**config.mk**
```make
export PLATFORM = sky130hd
export DESIGN_NAME = img_mode_ctrl
export DESIGN_NICKNAME = d
export VERILOG_FILES = /design/src/rtl/img_pkg.sv /design/src/rtl/img_cfg_regs.sv /design/src/rtl/img_mode_ctrl.sv
export SDC_FILE = /design/constraint.sdc
export NUM_CORES = 1
export LEC_CHECK = 0
export BUFFER_PORTS_ARGS = -buffer_cell sky130_fd_sc_hd__buf_2
export CAP_MARGIN = 20
export CORE_MARGIN = 1.5
export CORE_UTILIZATION = 45
export DETAILED_ROUTE_END_ITERATION = 8
export PLACE_DENSITY = 0.73
export SYNTH_ARGS = -nofsm -noshare
export SYNTH_HDL_FRONTEND = slang
export SYNTH_SLANG_ARGS = --single-unit
export TNS_END_PERCENT = 1
```
**constraint.sdc**
```tcl
create_clock -name clk -period 3.2 [get_ports clk]
set_input_delay 0.16 -clock clk [delete_from_list [all_inputs] [get_ports clk]]
set_output_delay 0.16 -clock clk [all_outputs]
set_load 0.005 [all_outputs]
```
**src/rtl/img_pkg.sv**
```systemverilog
// img_pkg: mode constants, FSM state encoding and pixel-expansion helpers
// shared by the display-mode controller and its configuration registers.
package img_pkg;

   // Display modes, one per processing stage.
   localparam logic [2:0] MODE_RAW   = 3'd0;
   localparam logic [2:0] MODE_GRAY  = 3'd1;
   localparam logic [2:0] MODE_GAUSS = 3'd2;
   localparam logic [2:0] MODE_BIN   = 3'd3;
   localparam logic [2:0] MODE_SOBEL = 3'd4;
   localparam logic [2:0] MODE_LAST  = 3'd4;

   // Output framing FSM states.
   localparam logic [0:0] WAIT_SOP = 1'b0;
   localparam logic [0:0] FRAME    = 1'b1;

   // 8-bit gray to RGB565: replicate the top bits into each channel.
   function automatic logic [15:0] gray_to_rgb565(input logic [7:0] g);
      return {g[7:3], g[7:2], g[7:3]};
   endfunction

   // 1-bit binary pixel to full white / full black.
   function automatic logic [15:0] bin_to_rgb565(input logic b);
      return {16{b}};
   endfunction

endpackage

```
**src/rtl/img_cfg_regs.sv**
```systemverilog
// img_cfg_regs: pending and committed display mode / binarisation threshold.
// Key pulses update the pending copies every cycle; i_commit copies pending
// into the committed outputs (only asserted between frames by the top level).
module img_cfg_regs
   import img_pkg::*;
#(
   parameter int THR_INIT = 128,
   parameter int THR_STEP = 8
) (
   input  logic       clk,
   input  logic       rst,
   input  logic       i_key_mode,
   input  logic       i_key_up,
   input  logic       i_key_dn,
   input  logic       i_commit,
   output logic [2:0] o_mode,
   output logic [7:0] o_bin_thr
);

   logic [2:0] r_pend_mode;
   logic [7:0] r_pend_thr;
   logic [2:0] r_mode;
   logic [7:0] r_thr;

   logic [8:0] w_thr_up;
   logic [8:0] w_thr_dn;
   logic [2:0] w_mode_next;

   // Next pending values: mode wraps after the last stage, threshold saturates.
   always_comb begin
      // NOTE: every signal gets a value before any condition so no latch is inferred.
      w_thr_up    = {1'b0, r_pend_thr} + 9'(THR_STEP);
      w_thr_dn    = {1'b0, r_pend_thr} - 9'(THR_STEP);
      w_mode_next = r_pend_mode + 3'd1;
      if (w_thr_up > 9'd255) begin
         w_thr_up = 9'd255;
      end
      if ({1'b0, r_pend_thr} < 9'(THR_STEP)) begin
         w_thr_dn = 9'd0;
      end
      if (r_pend_mode >= MODE_LAST) begin
         w_mode_next = MODE_RAW;
      end
   end

   // Pending registers follow the keys every cycle, independent of framing.
   always_ff @(posedge clk or posedge rst) begin
      if (rst) begin
         r_pend_mode <= MODE_RAW;
         r_pend_thr  <= 8'(THR_INIT);
      end else begin
         // NOTE: non-blocking assignments so every register samples pre-edge values.
         if (i_key_mode) begin
            r_pend_mode <= w_mode_next;
         end
         if (i_key_up && !i_key_dn) begin
            r_pend_thr <= w_thr_up[7:0];
         end else if (i_key_dn && !i_key_up) begin
            r_pend_thr <= w_thr_dn[7:0];
         end
      end
   end

   // Committed registers take the pending values only when strobed.
   always_ff @(posedge clk or posedge rst) begin
      if (rst) begin
         r_mode <= MODE_RAW;
         r_thr  <= 8'(THR_INIT);
      end else if (i_commit) begin
         r_mode <= r_pend_mode;
         r_thr  <= r_pend_thr;
      end
   end

   assign o_mode    = r_mode;
   assign o_bin_thr = r_thr;

endmodule

```
**src/rtl/img_mode_ctrl.sv**
```systemverilog
// img_mode_ctrl: frame-synchronous display-mode controller. Selects one stage
// stream by the committed mode, converts it to RGB565 and forwards it with one
// cycle of latency. Mode/threshold commits happen only between output frames;
// a watchdog aborts a frame whose selected stream stalls for TIMEOUT cycles.
// Optional build macro IMG_FRAME_STAT_EN adds frame_cnt and drop_cnt outputs.
module img_mode_ctrl
   import img_pkg::*;
#(
   parameter int THR_INIT = 128,
   parameter int THR_STEP = 8,
   parameter int TIMEOUT  = 2**20
) (
   input  logic        clk,
   input  logic        rst,
   input  logic        key_mode,
   input  logic        key_up,
   input  logic        key_dn,
   input  logic [15:0] s0_din,
   input  logic        s0_vld,
   input  logic        s0_sop,
   input  logic        s0_eop,
   input  logic [7:0]  s1_din,
   input  logic        s1_vld,
   input  logic        s1_sop,
   input  logic        s1_eop,
   input  logic [7:0]  s2_din,
   input  logic        s2_vld,
   input  logic        s2_sop,
   input  logic        s2_eop,
   input  logic        s3_din,
   input  logic        s3_vld,
   input  logic        s3_sop,
   input  logic        s3_eop,
   input  logic        s4_din,
   input  logic        s4_vld,
   input  logic        s4_sop,
   input  logic        s4_eop,
   output logic [7:0]  bin_thr,
   output logic [2:0]  mode,
   output logic [15:0] dout,
   output logic        dout_vld,
   output logic        dout_sop,
   output logic        dout_eop,
`ifdef IMG_FRAME_STAT_EN
   output logic [15:0] frame_cnt,
   output logic [15:0] drop_cnt,
`endif
   output logic        err_timeout
);

   logic [0:0]  r_state;
   logic [23:0] r_wd_cnt;
   logic [15:0] r_dout;
   logic        r_vld;
   logic        r_sop;
   logic        r_eop;
   logic        r_err;

   logic        w_sel_vld;
   logic        w_sel_sop;
   logic        w_sel_eop;
   logic [15:0] w_sel_pix;
   logic        w_sop_hit;
   logic        w_commit;
   logic        w_fwd;
   logic        w_timeout;

   img_cfg_regs #(
      .THR_INIT (THR_INIT),
      .THR_STEP (THR_STEP)
   ) u_cfg (
      .clk        (clk),
      .rst        (rst),
      .i_key_mode (key_mode),
      .i_key_up   (key_up),
      .i_key_dn   (key_dn),
      .i_commit   (w_commit),
      .o_mode     (mode),
      .o_bin_thr  (bin_thr)
   );

   // Stream select by committed mode, pixel already expanded to RGB565;
   // unused encodings fall back to the raw stream.
   always_comb begin
      w_sel_vld = s0_vld;
      w_sel_sop = s0_sop;
      w_sel_eop = s0_eop;
      w_sel_pix = s0_din;
      case (mode)
         MODE_GRAY: begin
            w_sel_vld = s1_vld;
            w_sel_sop = s1_sop;
            w_sel_eop = s1_eop;
            w_sel_pix = gray_to_rgb565(s1_din);
         end
         MODE_GAUSS: begin
            w_sel_vld = s2_vld;
            w_sel_sop = s2_sop;
            w_sel_eop = s2_eop;
            w_sel_pix = gray_to_rgb565(s2_din);
         end
         MODE_BIN: begin
            w_sel_vld = s3_vld;
            w_sel_sop = s3_sop;
            w_sel_eop = s3_eop;
            w_sel_pix = bin_to_rgb565(s3_din);
         end
         MODE_SOBEL: begin
            w_sel_vld = s4_vld;
            w_sel_sop = s4_sop;
            w_sel_eop = s4_eop;
            w_sel_pix = bin_to_rgb565(s4_din);
         end
         default: begin
         end
      endcase
   end

   // A sop beat in WAIT_SOP both starts the frame and blocks the commit, so
   // the frame is processed with the values committed before it.
   assign w_sop_hit = w_sel_vld & w_sel_sop;
   assign w_commit  = (r_state == WAIT_SOP) & ~w_sop_hit;
   assign w_fwd     = (r_state == WAIT_SOP) ? w_sop_hit : w_sel_vld;
   assign w_timeout = (r_state == FRAME) & ~w_sel_vld
                    & (r_wd_cnt == 24'(TIMEOUT - 1));

   // Framing FSM and stall watchdog.
   always_ff @(posedge clk or posedge rst) begin
      if (rst) begin
         r_state  <= WAIT_SOP;
         r_wd_cnt <= '0;
      end else begin
         if (w_fwd || w_timeout || (r_state == WAIT_SOP)) begin
            r_wd_cnt <= '0;
         end else begin
            r_wd_cnt <= r_wd_cnt + 24'd1;
         end
         case (r_state)
            WAIT_SOP: if (w_sop_hit && !w_sel_eop) r_state <= FRAME;
            FRAME:    if (w_timeout || (w_sel_vld && w_sel_eop)) r_state <= WAIT_SOP;
         endcase
      end
   end

   // Output register: one cycle of latency, data held while not valid.
   always_ff @(posedge clk or posedge rst) begin
      if (rst) begin
         r_dout <= '0;
         r_vld  <= 1'b0;
         r_sop  <= 1'b0;
         r_eop  <= 1'b0;
         r_err  <= 1'b0;
      end else begin
         r_vld <= w_fwd;
         r_sop <= w_fwd & w_sel_sop;
         r_eop <= w_fwd & w_sel_eop;
         r_err <= w_timeout;
         if (w_fwd) begin
            r_dout <= w_sel_pix;
         end
      end
   end

   assign dout        = r_dout;
   assign dout_vld    = r_vld;
   assign dout_sop    = r_sop;
   assign dout_eop    = r_eop;
   assign err_timeout = r_err;

`ifdef IMG_FRAME_STAT_EN
   logic [15:0] r_frame_cnt;
   logic [15:0] r_drop_cnt;
   logic        w_frame_done;
   logic        w_drop;

   assign w_frame_done = (r_state == FRAME) & w_sel_vld & w_sel_eop;
   assign w_drop       = w_timeout | ((r_state == FRAME) & w_sop_hit);

   // Completed-frame counter wraps; drop counter saturates.
   always_ff @(posedge clk or posedge rst) begin
      if (rst) begin
         r_frame_cnt <= '0;
         r_drop_cnt  <= '0;
      end else begin
         if (w_frame_done) begin
            r_frame_cnt <= r_frame_cnt + 16'd1;
         end
         if (w_drop && (r_drop_cnt != 16'hFFFF)) begin
            r_drop_cnt <= r_drop_cnt + 16'd1;
         end
      end
   end

   assign frame_cnt = r_frame_cnt;
   assign drop_cnt  = r_drop_cnt;
`endif

endmodule

```
Word level (Yosys, flattened, before mapping)
Index checks and enable logic that the tools add are counted.
{ "word_totals": {"reg_bits": 67, "output_inout_bits": 31, "elab_cells": 57} }
{ "classes": {"n_addsub": 4, "order_cmp": 3, "eq_ne": 5, "muxes": 14, "n_bitwise": 9, "reduce_logical": 11} }
{ "ops": {"columns": ["op", "count"], "rows": [
  ["$pmux 16 s4", 1],
  ["$mux 8", 4],
  ["$add 24x1->24 const B", 1],
  ["$eq 24x20->1 const B", 1],
  ["$mux 24", 1],
  ["$pmux 1 s4", 3],
  ["$add 8x4->9 const B", 1],
  ["$gt 9x8->1 const B", 1],
  ["$lt 8x4->1 const B", 1],
  ["$sub 8x4->8 const B", 1],
  ["$and 1x1->1", 6],
  ["$eq 3x2->1 const B", 2],
  ["$logic_and 1x1->1", 4],
  ["$add 3x1->3 const B", 1],
  ["$eq 3x1->1 const B", 1],
  ["$eq 3x3->1 const B", 1],
  ["$ge 3x3->1 const B", 1],
  ["$logic_not 1->1", 3],
  ["$logic_or 1x1->1", 3],
  ["$mux 1", 3],
  ["$mux 3", 1],
  ["$not 1->1", 3],
  ["$pmux 1 s2", 1],
  ["$reduce_bool 2->1", 1]
]} }

Depth between registers and ports, before layout
Gate-level depths: netlist of run 1.
{ "logic_depth": {"word_depth": 8, "ltp_mapped": 8, "depth_no_buf": 7} }

Hierarchy
A second synthesis of run 1 with hierarchy kept.
{ "unflattened": {"hier_cells": 352, "hier_area_um2": 3508.4} }
{ "by_module_without_submodules": {"columns": ["module", "instances", "cells_per_inst", "area_each_um2", "seq_area_each_um2"], "rows": [
  ["img_mode_ctrl", 1, 255, 2448.6, 1126.1],
  ["img_cfg_regs", 1, 97, 1059.8, 452.9]
]} }

Worst setup path before layout of run 1
Ideal clock, no wire load.
{ "synth_timing": {"path_kind": "register to register", "start": "reg u_cfg.r_mode[0], in the netlist u_cfg.o_mode[0]", "end": "reg r_dout[10], in the netlist dout[10]", "arrival_time_ns": 2.009, "path_slack_ns": 1.064, "path_stages_with_launch": 8, "period_less_slack_ns": 2.136, "path_cell_list": "dfrtp_1 -> buf_4 -> or3b_4 -> o22a_1 -> o22a_4 -> o21ai_4 -> buf_6 -> mux2_1"} }
{ "synth_via": {"elab_chain_len": 4} }
{ "synth_lines": {"columns": ["element", "line_no", "source"], "rows": [
  ["start: declaration", "img_cfg_regs.sv:22", "logic [2:0] r_mode;"],
  ["start signal: assignment", "img_cfg_regs.sv:70", "r_mode <= r_pend_mode;"],
  ["$eq 3x3->1 (tied with other cells)", "img_mode_ctrl.sv:89", "case (mode)"],
  ["$pmux 1 s4", "img_mode_ctrl.sv:89", null],
  ["$and 1x1->1", "img_mode_ctrl.sv:121", "assign w_sop_hit = w_sel_vld & w_sel_sop;"],
  ["$mux 1", "img_mode_ctrl.sv:123", "assign w_fwd = (r_state == WAIT_SOP) ? w_sop_hit : w_sel_vld;"],
  ["end signal: assignment", "img_mode_ctrl.sv:159", "r_dout <= w_sel_pix;"],
  ["end: declaration", "img_mode_ctrl.sv:53", "logic [15:0] r_dout;"]
]} }
Parallel ways exist; a longest one is shown, timed or not.
A chain may end at the register's enable or synchronous reset.

Worst setup path after layout of run 1
{ "layout_timing": {"start": "reg u_cfg.r_mode[2], in the netlist u_cfg.o_mode[2]", "end": "reg r_dout[14], in the netlist dout[14]"} }
Same word-level chain as after synthesis.

==> results of run 1 <==
==> per-layer routing <==
metal	vias to the layer above	track usage, %
li1	1341	-
met1	1305	20.89
met2	80	34.53
met3	9	3.416
met4	0	8.671
met5	-	0
==> critical path, delay by kind of cell (launching register included) <==
family	cells	cell delay, ps
compound gates	3	930
buf+inv	1	360
flops	1	520
mux	1	400
==> how the worst max path moves through the flow <==
stage                                      from  slack, ps  cells past startpoint              endpoint
floorplan           u_cfg.o_mode[0]$_DFFE_PP0P_       1060                      7  dout[10]$_DFFE_PP0P_
global placement    u_cfg.o_mode[2]$_DFFE_PP0P_        870                      5   dout[5]$_DFFE_PP0P_
detailed placement  u_cfg.o_mode[2]$_DFFE_PP0P_        850                      5   dout[5]$_DFFE_PP0P_
CTS                 u_cfg.o_mode[2]$_DFFE_PP0P_        850                      5   dout[5]$_DFFE_PP0P_
global route        u_cfg.o_mode[1]$_DFFE_PP0P_        670                      5  dout[10]$_DFFE_PP0P_
finish              u_cfg.o_mode[2]$_DFFE_PP0P_        870                      5  dout[14]$_DFFE_PP0P_
==> layout make-up <==
| cell class | instances | area [sq um] |
|---|---|---|
| fill | 628 | 3196 |
| multi-input combinational | 245 | 1640 |
| clock buffer | 9 | 123.9 |
| tap | 99 | 123.9 |
| clock inverter | 7 | 82.58 |
| timing repair buffer | 85 | 440.4 |
| sequential | 63 | 1579 |
| inverter | 18 | 67.56 |
==> power by group <==
part / internal (W) / total, W / switching (W)
combinational: 0.000867 / 0.00178 / 0.000910
clock: 0.000368 / 0.000703 / 0.000335
sequential: 0.00105 / 0.00128 / 0.000237
total: 0.00228 / 0.00376 / 0.00148
==> logic make-up after synthesis <==
kind of cell    count (synthesis)
compound gates                 50
flops                          63
simple gates                  133
fa+ha+maj                       7
xor+xnor                       26
buf+inv                        34
mux                            29
==> flip-flops by register name, indices dropped and copies added (netlist names) <==
name	cells
r_wd_cnt	24
dout	16
u_cfg.o_bin_thr	6
u_cfg.r_pend_thr	6
u_cfg.o_mode	3
u_cfg.r_pend_mode	3
dout_eop	1
dout_sop	1
dout_vld	1
err_timeout	1
r_state	1
==> layout by cell type, fill, tap and decap left out, types with 3 or more instances in the layout <==
cell type,n
a22o_1,5
clkinv_4,3
nor2b_1,5
mux2_1,8
mux2_2,18
o21ai_0,12
dfrtp_1,61
xnor2_1,17
nor3_1,5
and3_1,7
buf_4,4
buf_2,80
inv_1,16
nand3_1,13
xor2_1,9
clkbuf_8,9
nand2_1,45
o22ai_1,3
nor2_1,35
nand3b_1,3
ha_1,7
a21oi_1,11
nand4_1,4
nand2b_1,5
nor4_1,5
==> metrics by stage <==
step	instances	setup slack (ps)
2_1_floorplan	342	1064
3_3_place_gp	508	872.6
3_5_place_dp	508	850.3
4_1_cts	525	846.3
5_1_grt	526	673.4
6_report	526	873.5
==> cell usage after synthesis, types with 2 or more instances <==
cell type,instances
dfrtp_1,61
a22o_1,5
xor2_1,9
nand2b_1,5
nand3_1,13
o211ai_1,2
nor2b_1,5
and4_1,2
nand4_1,4
and3_1,7
a31oi_1,2
mux2i_1,2
o21ai_0,12
buf_2,4
nor4_1,5
nand2_1,45
buf_4,3
o22ai_1,3
inv_1,17
xnor2_1,17
dfstp_2,2
clkbuf_1,8
nor3_1,5
a21oi_1,11
nand3b_1,3
a32oi_1,2
mux2_1,8
mux2_2,18
nor2_1,35
ha_1,7
==> metrics.yaml, run 1 <==
sta:
  finalHoldViolCount: 0
  clock_skew_ps: 9.289
  worst_pin_slew_ps: 725.2
  setup-tns-final_ps: 0
  slew_headroom_pct: 51.14
  finalCritPeriodShare_pct: 72.70
  maxSlewViolCount: 0
  timing.hold.ws_ps: 38.89
  rsz0062_at_grt: "false"
  max_freq_mhz: 429.8
  min_period_ps: 2326
  setup_viol_count_final: 0
run_status:
  outcome: "finished, final reports clean"
synthesis:
  async_flop_share_pct: 100.0
  yosysTopAreaCell: "dfrtp_1"
  synth_compound_area_share_pct: 10.80
  yosys.area.top_type_share_pct: 45.29
  synth_top_family_by_area: "simple AND/OR/NAND/NOR gates"
  synth.area.top_cells: "dfrtp_1 (45%), mux2_2 (6.0%), nand2_1 (5.0%)"
  synth_area_per_cell_sq_um: 9.856
  synthSimpleGateAreaFrac_pct: 18.56
  ys_seq_area_share_pct: 46.84
  synth_edf_count: 0
  synth_seq_cells: 63
  synth_flop_cell: "dfrtp_1"
  syn-num-nets: 403
  synth_cell_types: 50
  syn_inst: 342
  synthXorXnorAreaFrac_pct: 6.756
  synth_area_sq_mm: 0.003371
  muxShareOfSynthArea_pct: 9.948
  ys_warn_count: 0
  synthAdderAreaFrac_pct: 2.598
floorplanning:
  core_area_sq_mm: 0.007253
  die_area_sq_mm: 0.008018
  num_io_pins: 85
  rows: 31
  die-height_um: 89.55
  start_util_pct: 46.47
  die_w_um: 89.55
routing:
  met3WireLength_um: 375
  wl_met2_um: 3408
  num_vias: 2735
  dr.pass1.iters: 4
  via_per_inst: 5.200
  drc: 0
  routedWlPerCell_um: 13.31
  ant_nets: 0
  top_layer_used: "met4"
  routed_wl_um: 7002
  wl_met1_um: 3108
  drt_iter0_markers: 120
min_path:
  worstHoldStart: "key_mode"
  min_to: "u_cfg.r_pend_mode[0]$_DFFE_PP0P_"
  hold_class: "in -> reg"
  hold_depth: 2
clock_tree:
  cts_buffers: 9
  ctsResizeCount: 0
  cts_max_path_buffers: 2
  clock-sinks: 63
  cts_tree: "done"
  clk_pin_slew_ps: 70
  hold_buffers: 1
  insertion_delay_ps: 350
  cts_setup_buffers: 0
  clockRootBuffer: "clkbuf_8"
  h-tree-depth: 3
critical_path:
  setup.worst_path.class: "reg -> reg"
  cp_slowest_cell: "dfrtp_1"
  cp_data_arrival_time_ps: 2550
  r2r_start: "u_cfg.o_mode[2]$_DFFE_PP0P_"
  required_ps: 3430
  cpPeakStageDelay_ps: 520
  end_kind: "flip-flop"
  worstSetupStartpointType: "flip-flop"
  crit_fanout: 18
  reg2reg_depth: 5
  cp_cell_sequence: "clkinv_1 > a32oi_1 > a2bb2oi_2 > o21ai_4 > mux2_2"
  r2r-end: "dout[14]$_DFFE_PP0P_"
  reg2reg_slack_ps: 870
job:
  maxCapViolCount: 0
power_and_ir_drop:
  finalPower_w: 0.003764
  cellPowerDensity_mw_per_mm2: 927.6
  p_leak_nw: 1.899
  peakVddDrop_mv: 0.4735
global_route:
  grt_pass1_wl_um: 11520
  antenna_found_initial: 0
  overflow: 0
  grt_max_degree: 38
  first_global_vias: 2665
  track_usage_pct: 18.79
cells_and_area:
  final_area_sq_mm: 0.004058
  antennaDiodeCount: 0
  drive_gt1_share_pct: 29.98
  nets: 483
  area_growth_pct: 20.38
  post-route-util_pct: 55.94
place:
  io_buffers: 80
  dp_hpwl_um: 5070
  placed_cell_area_sq_mm: 0.003834
  gp_congestion: 0.8589
No activity file was read; power rests on OpenSTA's default activity.
==> inputs of run 2 (changes only) <==
Settings changed: ABC_AREA set to 1, PLACE_DENSITY 0.73 to 0.75.
Clock period 3.2 ns to 1.95 ns, I/O delays scaled along.
==> metrics.yaml, run 2 <==
synthesis:
  syn_inst: 470  # was 342
  synth_seq_cells: 63  # unchanged
  synth_flop_cell: "dfrtp_1"  # unchanged
  syn-num-nets: 531  # was 403
  async_flop_share_pct: 100.0  # unchanged
  yosys.area.top_type_share_pct: 42.66  # was 45.29%
  ys_warn_count: 0  # unchanged
  synth_area_per_cell_sq_um: 7.614  # was 9.856 sq um
  synth_most_common_cell: "nand2_1"  # was dfrtp_1
  synth_area_sq_mm: 0.003578  # was 0.003371 sq mm
  synth_edf_count: 0  # unchanged
  ys_seq_area_share_pct: 44.13  # was 46.84%
  synth_cell_types: 34  # was 50
  synth.top_cells.by_count: "nand2_1 (151), dfrtp_1 (61), nand3_1 (60), nor2_1 (52), inv_1 (40)"  # was dfrtp_1 (61), nand2_1 (45), nor2_1 (35), mux2_2 (18)
  synth.area.top_cells: "dfrtp_1 (43%), nand2_1 (16%), nand3_1 (8.4%)"  # was dfrtp_1 (45%), mux2_2 (6.0%), nand2_1 (5.0%)
  yosysTopAreaCell: "dfrtp_1"  # unchanged
critical_path:
  setup.worst_path.class: "reg -> reg"  # unchanged
  required_ps: 2240  # was 3430 ps
  cp_data_arrival_time_ps: 2070  # was 2550 ps
  reg2reg_depth: 11  # was 5
  r2r-end: "dout_eop$_DFF_PP0_"  # was dout[14]$_DFFE_PP0P_
  reg2reg_slack_ps: 170  # was 870 ps
  end_kind: "flip-flop"  # unchanged
  critical_path.top_delay_family: "buffers and inverters"  # was compound AO/OA/AOI/OAI gates
  r2r_start: "u_cfg.o_mode[2]$_DFFE_PP0P_"  # unchanged
  cpPeakStageDelay_ps: 470  # was 520 ps
  path_buf_inv: 5  # was 1
  cp_cell_sequence: "buf_4 > nand2_2 > nand3_4 > inv_4 > nand2_2 > nand2_4 > inv_2 > a21oi_4 > buf_12 > nand2_1 > inv_1"  # was clkinv_1 > a32oi_1 > a2bb2oi_2 > o21ai_4 > mux2_2
  cp_slowest_cell: "dfrtp_1"  # unchanged
  crit_fanout: 19  # was 18
  worstSetupStartpointType: "flip-flop"  # unchanged
  critPathMostFrequentCell: "nand2_2"
place:
  dp_worst_setup_slack_ps: -0.4873  # was 850.3 ps
  dp_hpwl_um: 5953  # was 5070 um
  io_buffers: 80  # unchanged
  gp_congestion: 0.9402  # was 0.8589
  placed_cells: 645  # was 508
  placed_cell_area_sq_mm: 0.004093  # was 0.003834 sq mm
sta:
  finalCritPeriodShare_pct: 91.25  # was 72.70%
  clock_skew_ps: 12.36  # was 9.289 ps
  finalHoldViolCount: 0  # unchanged
  worst_pin_slew_ps: 501.3  # was 725.2 ps
  finalWorstSetupSlack_ps: 170.7  # was 873.5 ps
  rsz0062_at_grt: "true"  # was false
  maxSlewViolCount: 0  # unchanged
  min_period_ps: 1779  # was 2326 ps
  setup_viol_count_final: 0  # unchanged
  setup-tns-final_ps: 0  # unchanged
  slew_headroom_pct: 66.53  # was 51.14%
  max_freq_mhz: 562.0  # was 429.8 MHz
clock_tree:
  h-tree-depth: 3  # unchanged
  clock-sinks: 63  # unchanged
  cts_max_path_buffers: 2  # unchanged
  clockRootBuffer: "clkbuf_8"  # unchanged
  cts_tree: "done"  # unchanged
  clk_pin_slew_ps: 70  # about the same
  cts_buffers: 9  # unchanged
  insertion_delay_ps: 350  # about the same
floorplanning:
  core_area_sq_mm: 0.007727  # was 0.007253 sq mm
  die-height_um: 92.18  # was 89.55 um
  die_w_um: 92.18  # was 89.55 um
  num_io_pins: 85  # unchanged
  die_area_sq_mm: 0.008496  # was 0.008018 sq mm
  start_util_pct: 46.31  # was 46.47%
  rows: 32  # was 31
routing:
  routed_wl_um: 8151  # was 7002 um
  drt_iter0_markers: 171  # was 120
  num_vias: 3333  # was 2,735
  routedWlPerCell_um: 12.29  # was 13.31 um
  via_per_inst: 5.027  # was 5.200
  ant_nets: 0  # unchanged
  drc: 0  # unchanged
  dr.pass1.iters: 4  # unchanged
power_and_ir_drop:
  peakVddDrop_mv: 0.9905  # was 0.4735 mV
  cellPowerDensity_mw_per_mm2: 1364  # was 927.6 mW/mm^2
  p_leak_nw: 2.256  # was 1.899 nW
  finalPower_w: 0.005900  # was 0.003764 W
global_route:
  antenna_found_initial: 0  # unchanged
  track_usage_pct: 20.39  # was 18.79%
  overflow: 0  # unchanged
  grt_pass1_wl_um: 13750  # was 11,520 um
  first_global_vias: 3133  # was 2,665
  grt_max_degree: 43  # was 38
job:
  maxCapViolCount: 0  # unchanged
min_path:
  hold_depth: 5  # was 2
  worstHoldStart: "s0_din[0]"  # was key_mode
  hold_class: "in -> reg"  # unchanged
  min_to: "dout[0]$_DFFE_PP0P_"  # was u_cfg.r_pend_mode[0]$_DFFE_PP0P_
cells_and_area:
  final_cell_mix: "nand2_1 (151), buf_2 (80), nand3_1 (60), dfrtp_1 (60), nor2_1 (51)"  # was buf_2 (80), dfrtp_1 (61), nand2_1 (45)
  drive_gt1_share_pct: 22.82  # was 29.98%
  area_growth_pct: 20.87  # was 20.38%
  largest_register_ffs: 24  # unchanged
  instances_no_fill: 663  # was 526
  final_common_cell: "nand2_1"  # was buf_2
  final_area_sq_mm: 0.004325  # was 0.004058 sq mm
  top_register: "r_wd_cnt"  # unchanged
  antennaDiodeCount: 0  # unchanged
  nets: 617  # was 483
run_status:
  outcome: "finished, final reports clean"  # unchanged
## run 2: worst min-delay path, stage by stage
cell     delay, ps
buf_2           80
nand2_1         40
nand2_1         50
nand2_1         50
nand2_1         50
## run 2: stage by stage
stage | utilization (%) | hold slack [ps]
6_report | 55.97 | 44.83
5_1_grt | 55.97 | 49.21
4_1_cts | 55.80 | 26.49
3_5_place_dp | 52.96 | 153.5
3_3_place_gp | 52.96 | 150.6
2_1_floorplan | - | 193.9
## run 2: cell type report
cell class | instances | area [sq um]
Tap cell | 102 | 127.6
Clock buffer | 10 | 137.6
Fill cell | 729 | 3402
Timing Repair Buffer | 91 | 513.0
Clock inverter | 6 | 60.06
Multi-Input combinational cell | 348 | 1743
Sequential cell | 63 | 1580
Inverter | 43 | 163.9
## run 2: kinds of logic (layout without fill, tap and decap cells)
group	count (synthesis)	count (layout)	share of synthesized area, %
AND/OR/NAND/NOR	301	301	37.59
adder cells (fa/ha/maj)	7	7	2.447
flip-flops	63	63	44.13
XOR/XNOR	19	19	4.650
AO/OA/AOI/OAI	21	21	3.637
buffers and inverters	59	150	7.552
## run 2: routing by layer
| metal | share of wire (%) | routed length, um | vias up | global-route usage (%) |
|---|---|---|---|---|
| met5 | 0 | 0 | - | 0 |
| met4 | 2.0 | 167 | 0 | 9.103 |
| met3 | 3.9 | 314 | 18 | 5.390 |
| met2 | 51 | 4131 | 87 | 33.95 |
| met1 | 43 | 3537 | 1550 | 24.68 |
| li1 | - | - | 1678 | - |
## run 2: timing repair
action / CTS / global route
setup endpoints to repair: 1 / 41
pin swaps: 0 / 0
buffers inserted: 0 / 0
resized for setup: 1 / 3
hold buffers: 2 / 0
hold endpoints to repair: 22 / 0
## run 2: worst max-delay path by stage
stage                                 from                     end  slack, ps  cells past startpoint
6_report       u_cfg.o_mode[2]$_DFFE_PP0P_      dout_eop$_DFF_PP0_        170                     11
3_5_place_dp   u_cfg.o_mode[0]$_DFFE_PP0P_     dout[6]$_DFFE_PP0P_       -0.5                      9
5_1_grt        u_cfg.o_mode[2]$_DFFE_PP0P_  r_wd_cnt[13]$_DFF_PP0_         -2                      9
3_3_place_gp   u_cfg.o_mode[0]$_DFFE_PP0P_     dout[6]$_DFFE_PP0P_        120                      9
4_1_cts        u_cfg.o_mode[2]$_DFFE_PP0P_     dout[6]$_DFFE_PP0P_         20                      9
2_1_floorplan                          rst     dout[0]$_DFFE_PP0P_        290                      1
## run 2: power breakdown
part	internal [W]	leakage, nW	total, W	switching [W]
registers	0.00170	0.822	0.00202	0.000316
clock network	0.000617	0.0981	0.00114	0.000521
logic	0.00104	1.34	0.00274	0.00170
==> inputs of run 3 (changes only) <==
Settings changed: PLACE_DENSITY 0.75 to 0.73, SLEW_MARGIN set to 10.
Clock period 1.95 ns to 2.2 ns, I/O delays scaled along.
==> metrics.yaml, run 3 (synthesis results as in run 2) <==
sta:
  finalCritPeriodShare_pct: 85.77  # was 91.25%
  maxSlewViolCount: 0  # unchanged
  setup_viol_count_final: 0  # unchanged
  clock_skew_ps: 9.132  # was 12.36 ps
  max_freq_mhz: 530.0  # was 562.0 MHz
  min_period_ps: 1887  # was 1779 ps
  worst_pin_slew_ps: 495.6  # was 501.3 ps
  slew_headroom_pct: 66.96  # was 66.53%
  rsz0062_at_grt: "false"  # was true
  setup-tns-final_ps: 0  # unchanged
  finalHoldViolCount: 0  # unchanged
clock_tree:
  cts_buffers: 9  # unchanged
  insertion_delay_ps: 340  # was 350 ps
  cts_setup_buffers: 0  # unchanged
  ctsResizeCount: 0  # was 1
  clock-sinks: 63  # unchanged
  h-tree-depth: 3  # unchanged
  hold_buffers: 2  # unchanged
  clockRootBuffer: "clkbuf_8"  # unchanged
  clk_pin_slew_ps: 70  # about the same
  cts_tree: "done"  # unchanged
  cts_max_path_buffers: 2  # unchanged
critical_path:
  crit_fanout: 25  # was 19
  setup.worst_path.class: "reg -> reg"  # unchanged
  cp_data_arrival_time_ps: 2150  # was 2070 ps
  crit_path_start: "u_cfg.o_mode[2]$_DFFE_PP0P_"  # unchanged
  reg2reg_slack_ps: 310  # was 170 ps
  worstSetupStartpointType: "flip-flop"  # unchanged
  r2r_start: "u_cfg.o_mode[2]$_DFFE_PP0P_"  # unchanged
  reg2reg_depth: 8  # was 11
  r2r-end: "r_wd_cnt[21]$_DFF_PP0_"  # was dout_eop$_DFF_PP0_
  required_ps: 2460  # was 2240 ps
  worstSetupEndpoint: "r_wd_cnt[21]$_DFF_PP0_"  # was dout_eop$_DFF_PP0_
  end_kind: "flip-flop"  # unchanged
global_route:
  overflow: 0  # unchanged
  grt_pass1_wl_um: 13430  # was 13,750 um
  first_global_vias: 3160  # was 3,133
  grt_max_degree: 64  # was 43
  track_usage_pct: 19.60  # was 20.39%
  antenna_found_initial: 0  # unchanged
cells_and_area:
  antennaDiodeCount: 0  # unchanged
  final_common_cell: "nand2_1"  # unchanged
  nets: 615  # was 617
  largest_register_ffs: 24  # unchanged
  top_register: "r_wd_cnt"  # unchanged
  post-route-util_pct: 56.22  # was 55.97%
  area_growth_pct: 21.40  # was 20.87%
  final_cell_mix: "nand2_1 (151), buf_2 (80), dfrtp_1 (61)"  # was nand2_1 (151), buf_2 (80), nand3_1 (60), dfrtp_1 (60), nor2_1 (51)
  drive_gt1_share_pct: 21.82  # was 22.82%
  instances_no_fill: 661  # was 663
power_and_ir_drop:
  p_seq_share_pct: 33.1  # was 34.2%
  pwr-share-comb_pct: 43.8  # was 46.5%
  peakVddDrop_mv: 0.7752  # was 0.9905 mV
  p_leak_nw: 2.266  # was 2.256 nW
  cellPowerDensity_mw_per_mm2: 1246  # was 1364 mW/mm^2
  switching_share_pct: 40.63  # was 43.03%
  switchingPower_w: 0.002199  # was 0.002539 W
  p_int_w: 0.003212  # was 0.003361 W
  clockPowerShare_pct: 23.0  # was 19.3%
place:
  io_buffers: 80  # unchanged
  placed_cells: 643  # was 645
  dp_hpwl_um: 5695  # was 5953 um
  gp_congestion: 0.8517  # was 0.9402
run_status:
  outcome: "finished, final reports clean"  # unchanged
floorplanning:
  rows: 32  # unchanged
  die-height_um: 92.18  # unchanged
  start_util_pct: 46.31  # unchanged
  num_io_pins: 85  # unchanged
  core_area_sq_mm: 0.007727  # unchanged
  die_w_um: 92.18  # unchanged
  die_area_sq_mm: 0.008496  # unchanged
routing:
  num_vias: 3352  # was 3,333
  via_per_inst: 5.071  # was 5.027
  dr.pass1.iters: 4  # unchanged
  drt_iter0_markers: 152  # was 171
  ant_nets: 0  # unchanged
  routedWlPerCell_um: 11.96  # was 12.29 um
  drc: 0  # unchanged
  routed_wl_um: 7907  # was 8151 um
job:
  maxCapViolCount: 0  # unchanged
min_path:
  hold_class: "in -> reg"  # unchanged
## run 3: worst min-delay path by stage
| stage | from | endpoint | slack, ps | cells past startpoint |
|---|---|---|---|---|
| floorplan | key_mode | u_cfg.r_pend_mode[0]$_DFFE_PP0P_ | 210 | 1 |
| global placement | rst | u_cfg.r_pend_thr[6]$_DFFE_PP0P_ | 200 | 3 |
| detailed placement | rst | r_wd_cnt[2]$_DFF_PP0_ | 210 | 3 |
| CTS | s0_din[0] | dout[0]$_DFFE_PP0P_ | 50 | 5 |
| global route | s0_din[11] | dout[11]$_DFFE_PP0P_ | 90 | 5 |
| finish | s0_din[0] | dout[0]$_DFFE_PP0P_ | 70 | 5 |
## run 3: critical path: stages (launching register included)
cell and delay (ps):
dfrtp_1 620, inv_2 130, nand3_1 120, o21ai_0 90, nor2_1 170, nand2_4 90
inv_2 120, nand3_4 260, nor2_1 200
## run 3: power groups by stage
stage,Sequential (W),Combinational [W],Clock [W]
floorplan,0.00173,0.00177,0
global placement,0.00181,0.00232,0
detailed placement,0.00181,0.00239,0
CTS,0.00179,0.00240,0.00127
global route,0.00183,0.00273,0.00132
finish,0.00179,0.00237,0.00125
## run 3: layout make-up
type,instances,area [sq um]
clock buffers,11,141.4
clock inverters,5,105.1
inverters,43,163.9
multi-input cells,348,1729
flip-flops and latches,63,1579
fillers,711,3383
repair buffers,89,498.0
well taps,102,127.6
## run 3: through the flow
step	cell area [sq um]	setup slack, ps	hold slack (ps)	power [W]
6_report	4344	313.1	66.17	0.005411
5_1_grt	4344	161.3	90.16	0.005878
4_1_cts	4344	292.8	53.16	0.005464
3_5_place_dp	4078	320.6	208.5	0.004206
3_3_place_gp	4078	354.1	202.7	0.004122
2_1_floorplan	3578	523.6	206.4	0.003500
## run 3: metal layers
| metal | vias to the layer above | wire length, um | track usage, % |
|---|---|---|---|
| met1 | 1581 | 3375 | 24.03 |
| met2 | 84 | 4032 | 32.65 |
| met3 | 15 | 378 | 5.141 |
| met4 | 0 | 121 | 8.077 |
| met5 | - | 0 | 0 |
| li1 | 1672 | - | - |
